**src/rtl/ecc_51_err_collect.sv**
```systemverilog
// Error collector behind the 51-bit ECC check: 1-entry valid/ready stage plus error status.
// Optional macro ECC_ERR_TS_EN adds a free-running timestamp and the first_err_ts output.
module ecc_51_err_collect #(
    parameter int unsigned DATA_WIDTH      = 51,
    parameter int unsigned ADDR_WIDTH      = 8,
    parameter int unsigned CNT_WIDTH       = 16,
    parameter int unsigned SBIT_IRQ_THRESH = 16
) (
    input  logic                  clk,
    input  logic                  rst,
    input  logic                  in_vld,
    output logic                  in_rdy,
    input  logic [ADDR_WIDTH-1:0] in_addr,
    input  logic [DATA_WIDTH-1:0] in_data,
    input  logic                  in_sbit_err,
    input  logic                  in_dbit_err,
    input  logic                  in_ecc_fault,
    output logic                  out_vld,
    input  logic                  out_rdy,
    output logic [DATA_WIDTH-1:0] out_data,
    output logic                  out_poison,
    input  logic                  clr,
    output logic [CNT_WIDTH-1:0]  sbit_cnt,
    output logic [CNT_WIDTH-1:0]  dbit_cnt,
    output logic [CNT_WIDTH-1:0]  fault_cnt,
    output logic [ADDR_WIDTH-1:0] first_err_addr,
    output logic [1:0]            first_err_type,
    output logic                  err_ovf,
    output logic                  irq
`ifdef ECC_ERR_TS_EN
    ,
    output logic [31:0]           first_err_ts
`endif
);

    typedef enum logic [1:0] {
        StNoErr    = 2'd0,
        StOneErr   = 2'd1,
        StMultiErr = 2'd2
    } state_e;

    localparam logic [CNT_WIDTH-1:0] SbitThresh = CNT_WIDTH'(SBIT_IRQ_THRESH);

    state_e                  state_q, state_b, state_d;
    logic                    accept, err_beat, capture;
    logic [1:0]              err_type;
    logic [CNT_WIDTH-1:0]    sbit_cnt_d, dbit_cnt_d, fault_cnt_d;
    logic [ADDR_WIDTH-1:0]   first_err_addr_d;
    logic [1:0]              first_err_type_d;
    logic                    irq_d;

    assign in_rdy   = ~out_vld | out_rdy;
    assign accept   = in_vld & in_rdy;
    assign err_beat = accept & (in_sbit_err | in_dbit_err | in_ecc_fault);
    assign err_type = in_ecc_fault ? 2'd3 : (in_dbit_err ? 2'd2 : 2'd1);
    assign err_ovf  = (state_q == StMultiErr);

    always_ff @(posedge clk) begin
        if (rst) begin
            out_vld    <= 1'b0;
            out_data   <= '0;
            out_poison <= 1'b0;
        end else if (accept) begin
            out_vld    <= 1'b1;
            out_data   <= in_data;
            out_poison <= in_dbit_err | in_ecc_fault;
        end else if (out_vld && out_rdy) begin
            out_vld    <= 1'b0;
        end
    end

    // clr yields a zeroed base state; a same-cycle error beat is then applied on top of it
    always_comb begin
        sbit_cnt_d       = clr ? '0 : sbit_cnt;
        dbit_cnt_d       = clr ? '0 : dbit_cnt;
        fault_cnt_d      = clr ? '0 : fault_cnt;
        first_err_addr_d = clr ? '0 : first_err_addr;
        first_err_type_d = clr ? 2'd0 : first_err_type;
        irq_d            = clr ? 1'b0 : irq;
        state_b          = clr ? StNoErr : state_q;
        state_d          = state_b;
        capture          = 1'b0;

        if (accept && in_sbit_err && sbit_cnt_d != '1) begin
            sbit_cnt_d = sbit_cnt_d + CNT_WIDTH'(1);
        end
        if (accept && in_dbit_err && dbit_cnt_d != '1) begin
            dbit_cnt_d = dbit_cnt_d + CNT_WIDTH'(1);
        end
        if (accept && in_ecc_fault && fault_cnt_d != '1) begin
            fault_cnt_d = fault_cnt_d + CNT_WIDTH'(1);
        end

        case (state_b)
            StNoErr: begin
                if (err_beat) begin
                    state_d = StOneErr;
                    capture = 1'b1;
                end
            end
            StOneErr: begin
                if (err_beat) state_d = StMultiErr;
            end
            StMultiErr: state_d = StMultiErr;
            default:    state_d = StNoErr;
        endcase

        if (capture) begin
            first_err_addr_d = in_addr;
            first_err_type_d = err_type;
        end

        if (accept && (in_dbit_err || in_ecc_fault)) irq_d = 1'b1;
        if (sbit_cnt_d == SbitThresh) irq_d = 1'b1;
    end

    always_ff @(posedge clk) begin
        if (rst) begin
            state_q        <= StNoErr;
            sbit_cnt       <= '0;
            dbit_cnt       <= '0;
            fault_cnt      <= '0;
            first_err_addr <= '0;
            first_err_type <= 2'd0;
            irq            <= 1'b0;
        end else begin
            state_q        <= state_d;
            sbit_cnt       <= sbit_cnt_d;
            dbit_cnt       <= dbit_cnt_d;
            fault_cnt      <= fault_cnt_d;
            first_err_addr <= first_err_addr_d;
            first_err_type <= first_err_type_d;
            irq            <= irq_d;
        end
    end

`ifdef ECC_ERR_TS_EN
    logic [31:0] ts;

    always_ff @(posedge clk) begin
        if (rst) begin
            ts           <= '0;
            first_err_ts <= '0;
        end else begin
            ts <= ts + 32'd1;
            if (capture) first_err_ts <= ts;
            else if (clr) first_err_ts <= '0;
        end
    end
`endif

endmodule

```
**config.mk**
```make
export PLATFORM = sky130hd
export DESIGN_NAME = ecc_51_err_collect
export DESIGN_NICKNAME = d
export VERILOG_FILES = /design/src/rtl/ecc_51_err_collect.sv
export SDC_FILE = /design/constraint.sdc
export NUM_CORES = 1
export LEC_CHECK = 0
export CORE_ASPECT_RATIO = 0.7
export CORE_MARGIN = 2
export CORE_UTILIZATION = 25
export CTS_CLUSTER_DIAMETER = 60
export DETAILED_ROUTE_END_ITERATION = 12
export PLACE_DENSITY_LB_ADDON = 0.3
export SLEW_MARGIN = 5
export SYNTH_ARGS = -nofsm -noshare
export SYNTH_HDL_FRONTEND = slang
export SYNTH_SLANG_ARGS = --single-unit
```
**constraint.sdc**
```tcl
create_clock -name clk -period 4.3 [get_ports clk]
set_input_delay 0.645 -clock clk [delete_from_list [all_inputs] [get_ports clk]]
set_output_delay 0.645 -clock clk [all_outputs]
set_load 0.1 [all_outputs]
```
==> metrics.md, run 1 <==
| Metric | Value |
|---|---|
| Final cycle utilization of the critical path | `65.3%` |
| Worst Setup SP | `clr` |
| Hold Path Origin | `out_data[29]$_SDFFE_PP0N_` |
| Antenna-violating nets left | `0` |
| Clock insertion delay at the later pin of the skew report | `410 ps` |
| Largest vdd supply drop | `0.205 mV` |
| Max transition margin | `29.5%` |
| Power Internal | `0.00241 W` |
| Transition time at the pin with the least slew margin | `1050 ps` |
| Routability Congestion | `0.832` |
| Worst setup path class | `in2reg` |
| Maximum buffer depth of the clock tree | `2` |
| Inserted Clock Buffers | `17` |
| Clock Skews | `4.75 ps` |
| Yosys Warn Count | `0` |
| Pwr/cell area | `429 nW/um^2` |
| Net count after synthesis | `687` |
| Flip-flop cell with the highest count after synthesis | `sky130_fd_sc_hd__dfxtp_1` |
| Nature of the critical path startpoint | `input pin` |
| Leakage dissipation | `2.75 nW` |
| Cell chosen for the clock root | `sky130_fd_sc_hd__clkbuf_16` |
| Number of violations of the max-capacitance limit | `0` |
| WHS Path Cells | `2` |
| Min-delay worst type | `reg2reg` |
| Clock tree from TritonCTS | `done` |
| Clk sink count | `114` |
| HPWL after detailed placement | `10.3 mm` |
| Number of buffers added on ports | `180` |
| Worst endpoint required time | `4580 ps` |
| Initial core utilization | `25.4%` |
| Number of storage elements in the synthesis netlist | `114` |
| Number of antenna violations at the first check in global routing | `0` |
| Hold path endpoint | `out_data[29]$_SDFFE_PP0N_` |
| Die area | `21200 sq um` |
| Source of the worst register-to-register timing path | `sbit_cnt[1]$_SDFF_PP0_` |
| Fraction of power consumed by the clock network | `50.1%` |
| Post-synthesis cell count | `617` |
| Core region area | `19700 sq um` |
| Final-layout worst hold slack | `450 ps` |
| Largest net degree at the start of global routing | `54` |
| H-tree level count | `4` |
| Final global-route overflow total | `0` |
| Count of TritonRoute iterations in the first routing pass | `4` |
| Routed WL | `15.0 mm` |
| Ports | `181` |
| Largest fanout on the critical path | `33` |
| Clock-pin slew on the worst setup and hold paths | `50 ps` |
| Area of the mapped netlist | `5020 sq um` |
| Cell types occupying the most area after synthesis | `sky130_fd_sc_hd__dfxtp_1 (45%), sky130_fd_sc_hd__nand2_1 (10%), sky130_fd_sc_hd__a21oi_1 (7.4%)` |
| FF-to-FF End | `irq$_SDFFE_PP0P_` |
| Clock period minus worst slack | `2810 ps` |
| Delay contributed by the slowest stage of the critical path | `420 ps` |
| Setup repair after global routing missed its margin | `no` |
| Dominant cell type by area after synthesis | `sky130_fd_sc_hd__dfxtp_1` |
| DR iter-0 viols | `310` |
| Wire length of the first global-routing pass | `23.7 mm` |
| Commonest non-fill, non-tap cell in the layout | `sky130_fd_sc_hd__clkdlybuf4s50_1` |
| Crit path setup slack, layout | `1490 ps` |
| Worst R2R Setup Slack | `1800 ps` |
| EDFF count, synth | `0` |
| Share of total power consumed by net switching | `27.3%` |
| Instance area after placement | `7030 sq um` |
| Non-Filler Cell Area, Final | `7720 sq um` |
| Number of gates resized after CTS | `0` |
| Worst setup EP type | `register` |
| Post-synth top area share | `45.5%` |
| Vias in the first global route | `4474` |
| Netlist cell types | `55` |
| Vias | `4664` |
| Sequential power share | `33.6%` |
| Avg Cell Area, Syn | `8.13 sq um` |
| Dominant delay contributor by cell family on the critical path | `simple AND/OR/NAND/NOR gates` |
| P_sw | `0.000906 W` |
| Most frequent cells in the layout | `sky130_fd_sc_hd__clkdlybuf4s50_1 (177), sky130_fd_sc_hd__nand2_1 (133), sky130_fd_sc_hd__dfxtp_1 (114)` |
| Die H | `123 um` |
| Final number of max-transition violations | `0` |
| # setup viols final | `0` |
| Minimum setup slack after placement | `1050 ps` |
| Final hold vios | `0` |
| FFs w/ async S/R, synth | `0%` |
| Arrival time at the worst endpoint | `3080 ps` |
| Cell chain of the critical path | `buf_2 -> buf_4 -> nor2b_1 -> ha_1 -> nand4_1 -> o311a_1 -> nor3b_1 -> and3_1 -> xnor2_1 -> nor2_1` |
| GRT Util Overall | `14.2%` |
| Vias per inst | `4.36` |
| Final-layout fill cell count | `2001` |
| Routed wire length per instance | `14.0 um` |
| Ratio of cells with drive above 1 in the final layout | `7.01%` |
| Cell with the biggest individual delay on the critical path | `sky130_fd_sc_hd__nor3b_1` |
| Die X-Extent | `173 um` |
| Synthesis-to-layout area growth | `54.0%` |
| Site Rows | `43` |
| Count of hold-fix buffers inserted at cts | `0` |
| Total negative slack | `0 ps` |
| Buffers and inverters on the worst path | `2` |
| Run status | `complete, no violations` |
| Number of remaining DRC errors | `0` |
| Final net count | `856` |
| Count of cells along the worst register-to-register path | `10` |
| Number of setup buffers added after CTS | `0` |
| Highest attainable clock frequency | `0.356 GHz` |
| Part of the Yosys area used for sequential elements | `45.5%` |
| Final antenna diode count | `0` |
| Combinational group share of total power | `16.3%` |
-- flip-flops by register name, indices dropped and copies added (netlist names) --
register and cells:
dbit_cnt 16, fault_cnt 16, first_err_addr 8, first_err_type 2, irq 1, out_data 51
out_poison 1, out_vld 1, sbit_cnt 16, state_q 2
-- routing by layer --
layer / share of wire [%] / up-vias / GRT usage, %
li1: - / 2401 / -
met1: 50 / 2133 / 19.1
met2: 42 / 114 / 20.9
met3: 6.8 / 16 / 5.39
met4: 1.3 / 0 / 4.34
met5: 0 / - / 0
-- logic make-up after synthesis --
group	share of synthesized area, %
flip-flops	45.5
XOR/XNOR	7.33
multiplexers	1.22
buffers and inverters	3.74
AO/OA/AOI/OAI	11.4
adder cells (fa/ha/maj)	0.748
AND/OR/NAND/NOR	30.0
-- worst max path at each step --
stage                                    end  slack, ps  cells after the start
floorplan                   irq$_SDFFE_PP0P_        970                     13
global placement    fault_cnt[14]$_SDFF_PP0_       1090                     10
detailed placement  fault_cnt[14]$_SDFF_PP0_       1050                     10
CTS                 fault_cnt[14]$_SDFF_PP0_       1470                     10
global route        fault_cnt[12]$_SDFF_PP0_       1170                     10
finish              fault_cnt[14]$_SDFF_PP0_       1490                     10
-- synthesized netlist by cell type, types with 5 or more instances --
| cell | number |
|---|---|
| sky130_fd_sc_hd__o21ai_0 | 6 |
| sky130_fd_sc_hd__and2_1 | 6 |
| sky130_fd_sc_hd__clkbuf_1 | 28 |
| sky130_fd_sc_hd__a21oi_1 | 74 |
| sky130_fd_sc_hd__mux2i_1 | 5 |
| sky130_fd_sc_hd__xor2_1 | 17 |
| sky130_fd_sc_hd__nor3_1 | 6 |
| sky130_fd_sc_hd__nand3b_1 | 12 |
| sky130_fd_sc_hd__nand4_1 | 12 |
| sky130_fd_sc_hd__dfxtp_1 | 114 |
| sky130_fd_sc_hd__inv_1 | 6 |
| sky130_fd_sc_hd__xnor2_1 | 25 |
| sky130_fd_sc_hd__nand2b_1 | 10 |
| sky130_fd_sc_hd__nand2_1 | 134 |
| sky130_fd_sc_hd__nor2b_1 | 22 |
| sky130_fd_sc_hd__nor2_1 | 61 |
| sky130_fd_sc_hd__nand3_1 | 17 |
-- cell type report --
cell class	instances	area, sq um	share of cell area [%]
Multi-Input combinational cell	461	2550	33.0
Sequential cell	114	2280	29.5
Timing Repair Buffer	186	1840	23.8
Clock buffer	23	498	6.45
Tap cell	270	338	4.37
Clock inverter	9	198	2.56
Inverter	6	22.5	0.292
-- worst min-delay path, stage by stage, from the launching register on --
cell and delay (ps):
sky130_fd_sc_hd__dfxtp_1 300, sky130_fd_sc_hd__nand2_1 50, sky130_fd_sc_hd__a21oi_1 50
-- power groups by stage --
stage               registers [W]  logic [W]  clock network (W)
finish                    0.00112   0.000540            0.00166
floorplan                 0.00140   0.000112                  0
global placement          0.00114   0.000545                  0
CTS                       0.00112   0.000546            0.00171
detailed placement        0.00114   0.000545                  0
global route              0.00112   0.000568            0.00175
-- per-stage QoR --
stage	cells	total power (W)	util [%]
global route	1069	0.00344	39.1
detailed placement	1037	0.00168	35.6
CTS	1069	0.00337	39.1
floorplan	617	0.00151	-
finish	1069	0.00332	39.1
global placement	1037	0.00168	35.6
No activity file was read; power rests on OpenSTA's default activity.
==> inputs of run 2 (changes only) <==
==> constraint.sdc (replaced) <==
create_clock -name clk -period 2.54 [get_ports clk]
set_input_delay 0.381 -clock clk [delete_from_list [all_inputs] [get_ports clk]]
set_output_delay 0.381 -clock clk [all_outputs]
set_load 0.1 [all_outputs]
==> run 2 against run 1 <==
Critical path depth increased by 1. Sequential power increased by 69%. Cell count increased by 1.7%. Clock power increased by 43%. Flip-flop and latch count unchanged. Power increased by 56%. Highest routed layer unchanged.
==> metrics.md, run 2 (synthesis gave the netlist of run 1 again) <==
| Metric | Value |
|---|---|
| Run status | `complete, no violations` |
| # setup viols final | `0 (unchanged)` |
| Number of remaining DRC errors | `0 (unchanged)` |
| Number of gates resized after CTS | `0 (unchanged)` |
| Number of setup buffers added after CTS | `0 (unchanged)` |
| Source of the worst register-to-register timing path | `sbit_cnt[0]$_SDFF_PP0_` |
| Count of TritonRoute iterations in the first routing pass | `4 (unchanged)` |
| Cell with the biggest individual delay on the critical path | `sky130_fd_sc_hd__dfxtp_2` |
| Total power | `0.00517 W (+56%)` |
| Maximum buffer depth of the clock tree | `2 (unchanged)` |
| Hold Path Origin | `out_data[21]$_SDFFE_PP0N_` |
| Nature of the critical path startpoint | `register` |
| Non-Filler Cell Area, Final | `7570 sq um (-2.1%)` |
| Final hold vios | `0 (unchanged)` |
| Initial core utilization | `25.4% (unchanged)` |
| Worst setup EP type | `register` |
| Routability Congestion | `0.843 (+1.3%)` |
| Finished Layout Cells | `1087 (+1.7%)` |
| Number of buffers added on ports | `180 (unchanged)` |
| Largest vdd supply drop | `0.360 mV (+75%)` |
| Final net count | `874 (+2.1%)` |
| Final number of max-transition violations | `0 (unchanged)` |
| Number of antenna violations at the first check in global routing | `0 (unchanged)` |
| Instance count after placement with tap cells included | `1055 (+1.7%)` |
| Worst Setup SP | `sbit_cnt[0]$_SDFF_PP0_` |
| Sequential power share | `36.6% (+3.0 points)` |
| Most frequent cells in the layout | `sky130_fd_sc_hd__buf_4 (137), sky130_fd_sc_hd__nand2_1 (133), sky130_fd_sc_hd__dfxtp_1 (95)` |
| Arrival time at the worst endpoint | `2740 ps (-340 ps)` |
| Largest register FFs | `51 (unchanged)` |
| Final-layout fill cell count | `2046 (+2.2%)` |
| Fraction of power consumed by the clock network | `45.8% (-4.3 points)` |
| HPWL after detailed placement | `11.0 mm (+6.6%)` |
| Final cycle utilization of the critical path | `93.7%` |
| Leakage dissipation | `3.02 nW (+9.9%)` |
| Worst endpoint required time | `2890 ps (-1690 ps)` |
| Inserted Clock Buffers | `17 (unchanged)` |
| WHS Path Cells | `2 (unchanged)` |
| Minimum setup slack after placement | `5.66 ps (-1050 ps)` |
| Setup repair after global routing missed its margin | `no` |
| Clk sink count | `114 (unchanged)` |
| Delay contributed by the slowest stage of the critical path | `380 ps (-40 ps)` |
| Combinational group share of total power | `17.7% (+1.4 points)` |
| Clock tree from TritonCTS | `done` |
| Clock insertion delay at the later pin of the skew report | `410 ps (about the same)` |
| H-tree level count | `4 (unchanged)` |
| Hold path endpoint | `out_data[21]$_SDFFE_PP0N_` |
| Transition time at the pin with the least slew margin | `664 ps (-390 ps)` |
| Buffers and inverters on the worst path | `2 (unchanged)` |
| Commonest non-fill, non-tap cell in the layout | `sky130_fd_sc_hd__buf_4` |
| Worst R2R Setup Slack | `160 ps (-1640 ps)` |
| Ports | `181 (unchanged)` |
| Wire length of the first global-routing pass | `23.8 mm (+0.29%)` |
| Largest net degree at the start of global routing | `54 (unchanged)` |
| Die X-Extent | `173 um (unchanged)` |
| Power Internal | `0.00359 W (+49%)` |
| Vias in the first global route | `4299 (-3.9%)` |
| Core region area | `19700 sq um (unchanged)` |
| Most flops, register | `out_data` |
| Crit path setup slack, layout | `159 ps (-1330 ps)` |
| Clock-pin slew on the worst setup and hold paths | `50 ps (about the same)` |
| Site Rows | `43 (unchanged)` |
| Final global-route overflow total | `0 (unchanged)` |
| Max transition margin | `55.4% (+26 points)` |
| Die H | `123 um (unchanged)` |
| Pwr/cell area | `683 nW/um^2 (+59%)` |
| Ratio of cells with drive above 1 in the final layout | `26.2% (+19 points)` |
| FF-to-FF End | `irq$_SDFFE_PP0P_` |
| Count of cells along the worst register-to-register path | `11 (+1)` |
| Worst setup path class | `reg2reg` |
| Clock period minus worst slack | `2380 ps` |
| Vias | `4778 (+2.4%)` |
| Routed WL | `15.3 mm (+2.2%)` |
| Count of hold-fix buffers inserted at cts | `0 (unchanged)` |
| Min-delay worst type | `reg2reg` |
| Synthesis-to-layout area growth | `50.8%` |
| Routed wire length per instance | `14.1 um (+0.52%)` |
| P_sw | `0.00158 W (+74%)` |
| Cell chosen for the clock root | `sky130_fd_sc_hd__clkbuf_16` |
| Number of violations of the max-capacitance limit | `0 (unchanged)` |
| Cell chain of the critical path | `inv_1 -> nor2_2 -> ha_2 -> and2_1 -> buf_4 -> nand4_1 -> xnor2_1 -> nor4bb_1 -> o21ai_1 -> nor4_2 -> a31o_1` |
| Clock Skews | `9.66 ps (+4.91 ps)` |
| Final antenna diode count | `0 (unchanged)` |
| Largest fanout on the critical path | `5 (-85%)` |
| Total negative slack | `0 ps (unchanged)` |
| GRT Util Overall | `14.5% (+0.31 points)` |
| Share of total power consumed by net switching | `30.5% (+3.2 points)` |
| Highest attainable clock frequency | `0.420 GHz` |
| Die area | `21200 sq um (unchanged)` |
| Vias per inst | `4.40 (+0.75%)` |
| DR iter-0 viols | `253 (-18%)` |
| Antenna-violating nets left | `0 (unchanged)` |
| Instance area after placement | `6980 sq um (-0.75%)` |
| Dominant delay contributor by cell family on the critical path | `simple AND/OR/NAND/NOR gates` |
## run 2: cell types whose count changed in the layout (fill, tap and decap cells not counted), sizes merged
cell           before  now
clkinvlp            1    4
clkinv              2    7
clkdlybuf4s50     177   64
bufinv              6    2
clkbuf             23   19
buf                 9  140
## run 2: area by class of cell
type	count	area [sq um]	share of cell area (%)
multi-input cells	461	2600	34.3
well taps	270	338	4.47
inverters	6	22.5	0.298
clock inverters	13	136	1.80
repair buffers	204	1710	22.7
flip-flops and latches	114	2310	30.5
clock buffers	19	453	5.99
## run 2: metrics by stage
stage          hold WS (ps)  util, %
2_1_floorplan           503        -
3_3_place_gp            443     35.3
3_5_place_dp            448     35.3
4_1_cts                 455     38.3
5_1_grt                 472     38.3
6_report                454     38.3
## run 2: worst max path at each step
stage                               to  slack (ps)  cells after the start
2_1_floorplan  dbit_cnt[12]$_SDFF_PP0_        -110                     13
6_report              irq$_SDFFE_PP0P_         160                     11
3_5_place_dp          irq$_SDFFE_PP0P_           6                      9
4_1_cts               irq$_SDFFE_PP0P_         190                     11
3_3_place_gp          irq$_SDFFE_PP0P_         0.6                      9
5_1_grt               irq$_SDFFE_PP0P_          30                     11
## run 2: power groups by stage
stage	registers [W]	clock network, W	logic (W)
2_1_floorplan	0.00237	0	0.000198
3_3_place_gp	0.00193	0	0.000918
3_5_place_dp	0.00193	0	0.000918
4_1_cts	0.00189	0.00243	0.000920
5_1_grt	0.00190	0.00253	0.000958
6_report	0.00189	0.00237	0.000913
## run 2: worst min-delay path, cell delays in order, from the launching register on
cell and delay (ps):
sky130_fd_sc_hd__dfxtp_1 300, sky130_fd_sc_hd__nand2_1 50, sky130_fd_sc_hd__a21oi_1 50
## run 2: layer usage
metal | track usage [%] | vias to the layer above | part of all wire, %
met5 | 0 | - | 0
met1 | 20.5 | 2189 | 51
li1 | - | 2433 | -
met4 | 5.77 | 0 | 1.8
met3 | 5.58 | 14 | 7.1
met2 | 19.4 | 142 | 40
==> inputs of run 3 (changes only) <==
--- a/config.mk
+++ b/config.mk
@@ -7,10 +7,10 @@
 export LEC_CHECK = 0
 export CORE_ASPECT_RATIO = 0.7
 export CORE_MARGIN = 2
-export CORE_UTILIZATION = 25
+export CORE_UTILIZATION = 41
 export CTS_CLUSTER_DIAMETER = 60
 export DETAILED_ROUTE_END_ITERATION = 12
-export PLACE_DENSITY_LB_ADDON = 0.3
+export PLACE_DENSITY = 0.73
 export SLEW_MARGIN = 5
 export SYNTH_ARGS = -nofsm -noshare
 export SYNTH_HDL_FRONTEND = slang
==> run 3 against run 2 <==
Global-route usage increased by 7.1 points. Register-to-register slack got worse by 20 ps. Combinational power is 0.9% lower. Final area shrank 2.3%. Critical path depth unchanged. Clock skew is essentially flat. Wire length down 5.8%.
==> metrics.md, run 3 (synthesis gave the netlist of run 1 again) <==
| Metric | Value |
|---|---|
| Worst setup path class | `reg2reg` |
| HPWL after detailed placement | `10.5 mm (-4.5%)` |
| # setup viols final | `0 (unchanged)` |
| Clock Skews | `9.35 ps (-0.302 ps)` |
| Run status | `complete, no violations` |
| Clock insertion delay at the later pin of the skew report | `410 ps (about the same)` |
| Most flops, register | `out_data` |
| Number of setup buffers added after CTS | `0 (unchanged)` |
| Final cycle utilization of the critical path | `94.4% (+0.67 points)` |
| Clock-pin slew on the worst setup and hold paths | `60 ps (about the same)` |
| Most frequent cells in the layout | `sky130_fd_sc_hd__buf_4 (135), sky130_fd_sc_hd__nand2_1 (133), sky130_fd_sc_hd__dfxtp_1 (95)` |
| Clk sink count | `114 (unchanged)` |
| Ports | `181 (unchanged)` |
| Number of buffers added on ports | `180 (unchanged)` |
| Die H | `96.5 um (-21%)` |
| Pwr/cell area | `696 nW/um^2 (+1.9%)` |
| Final net count | `872 (-0.23%)` |
| Worst setup EP type | `register` |
| Transition time at the pin with the least slew margin | `653 ps (-11.2 ps)` |
| Final-layout worst hold slack | `454 ps (+0.703 ps)` |
| Final hold vios | `0 (unchanged)` |
| Routed wire length per instance | `14.8 um (+5.4%)` |
| Vias per inst | `4.99 (+14%)` |
| Clock tree from TritonCTS | `done` |
| Routed WL | `14.4 mm (-5.8%)` |
| Total power | `0.00515 W (-0.49%)` |
| DR iter-0 viols | `247 (-2.4%)` |
| Final number of max-transition violations | `0 (unchanged)` |
| Highest attainable clock frequency | `0.417 GHz (-0.71%)` |
| Synthesis-to-layout area growth | `47.3%` |
| Leakage dissipation | `3.01 nW (-0.50%)` |
| Vias | `4853 (+1.6%)` |
| Final antenna diode count | `0 (unchanged)` |
| Setup repair after global routing missed its margin | `no` |
| Worst endpoint required time | `2840 ps (-50 ps)` |
| Met3 routed wirelength | `916 um (-15%)` |
| Ratio of cells with drive above 1 in the final layout | `25.9% (-0.30 points)` |
| Routed metal-1 wire length | `6.45 mm (-17%)` |
| Final global-route overflow total | `0 (unchanged)` |
| Total negative slack | `0 ps (unchanged)` |
| Die X-Extent | `136 um (-21%)` |
| GRT Util Overall | `21.6% (+7.1 points)` |
| Maximum buffer depth of the clock tree | `2 (unchanged)` |
| Final core utilization | `62.6% (+24 points)` |
| Largest fanout on the critical path | `8 (+3)` |
| Inserted Clock Buffers | `17 (unchanged)` |
| Arrival time at the worst endpoint | `2700 ps (-40 ps)` |
| Largest register FFs | `51 (unchanged)` |
| Min-delay worst type | `reg2reg` |
| Antenna-violating nets left | `0 (unchanged)` |
| Clock period minus worst slack | `2400 ps (+17.1 ps)` |
| Largest net degree at the start of global routing | `54 (unchanged)` |
| Wire length of the first global-routing pass | `22.2 mm (-6.6%)` |
| Cell chosen for the clock root | `sky130_fd_sc_hd__clkbuf_16` |
| Count of hold-fix buffers inserted at cts | `0 (unchanged)` |
| Site Rows | `33 (-23%)` |
| Vias in the first global route | `4531 (+5.4%)` |
| Highest signal layer in the routed design | `met4` |
| H-tree level count | `4 (unchanged)` |
| Finished Layout Cells | `972 (-11%)` |
| Number of remaining DRC errors | `0 (unchanged)` |
| Number of antenna violations at the first check in global routing | `0 (unchanged)` |
| Core region area | `11800 sq um (-40%)` |
| Max transition margin | `56.2% (+0.75 points)` |
| Die area | `13100 sq um (-38%)` |
| Largest vdd supply drop | `0.469 mV (+30%)` |
| Nature of the critical path startpoint | `register` |
| Commonest non-fill, non-tap cell in the layout | `sky130_fd_sc_hd__buf_4` |
| Detailed-routed wire length on met2 | `6.77 mm (+9.7%)` |
| Instance count after placement with tap cells included | `940 (-11%)` |
| Number of gates resized after CTS | `0 (unchanged)` |
| Initial core utilization | `42.5% (+17 points)` |
| Count of TritonRoute iterations in the first routing pass | `5 (+1)` |
| Routability Congestion | `0.878 (+4.2%)` |
| Number of violations of the max-capacitance limit | `0 (unchanged)` |
run 3: cell count changes in the layout (fill, tap and decap cells not counted), sizes merged:
cell	change
buf	-2
clkbuf	-1
clkinv	-2
clkinvlp	-2
inv	+5
run 3: layout make-up:
cell class	instances	area [sq um]
Inverter	6	22.5
Tap cell	157	196
Multi-Input combinational cell	461	2600
Clock buffer	18	429
Sequential cell	114	2310
Timing Repair Buffer	202	1680
Fill cell	1020	4420
Clock inverter	14	155
run 3: worst max-delay path, cell delays in order (launching register included):
cell and delay [ps]:
sky130_fd_sc_hd__dfxtp_2 380, sky130_fd_sc_hd__inv_1 80, sky130_fd_sc_hd__nor2_2 130, sky130_fd_sc_hd__ha_2 230, sky130_fd_sc_hd__and2_1 200, sky130_fd_sc_hd__nand2_1 100, sky130_fd_sc_hd__o31a_1 300, sky130_fd_sc_hd__buf_4 170
sky130_fd_sc_hd__or2b_1 180, sky130_fd_sc_hd__o21ai_0 100, sky130_fd_sc_hd__a41o_1 250, sky130_fd_sc_hd__a31o_1 180
run 3: worst paths after layout:
path	depth (start not counted)	end	slack (ps)	startpoint
worst min-delay path	2	out_data[12]$_SDFFE_PP0N_	450	out_data[12]$_SDFFE_PP0N_
worst max-delay path	11	irq$_SDFFE_PP0P_	140	sbit_cnt[0]$_SDFF_PP0_
worst max register to register	11	irq$_SDFFE_PP0P_	140	sbit_cnt[0]$_SDFF_PP0_
worst min register to register	2	out_data[12]$_SDFFE_PP0N_	450	out_data[12]$_SDFFE_PP0N_
run 3: through the flow:
step	cell area, sq um	setup slack, ps
global route	7390	33.9
detailed placement	6810	-11.7
global placement	6810	6.89
CTS	7390	190
floorplan	5120	-113
finish	7390	142
run 3: power breakdown:
part	leakage (nW)	internal, W	switching (W)
combinational	1.79	0.000247	0.000658
clock	0.282	0.00146	0.000890
sequential	0.939	0.00185	0.0000379
run 3: per-layer routing:
metal  vias up  GRT usage, %
met2       162          34.4
met1      2246          28.1
li1       2424             -
met3        21          6.10
met4         0          8.16
met5         -             0
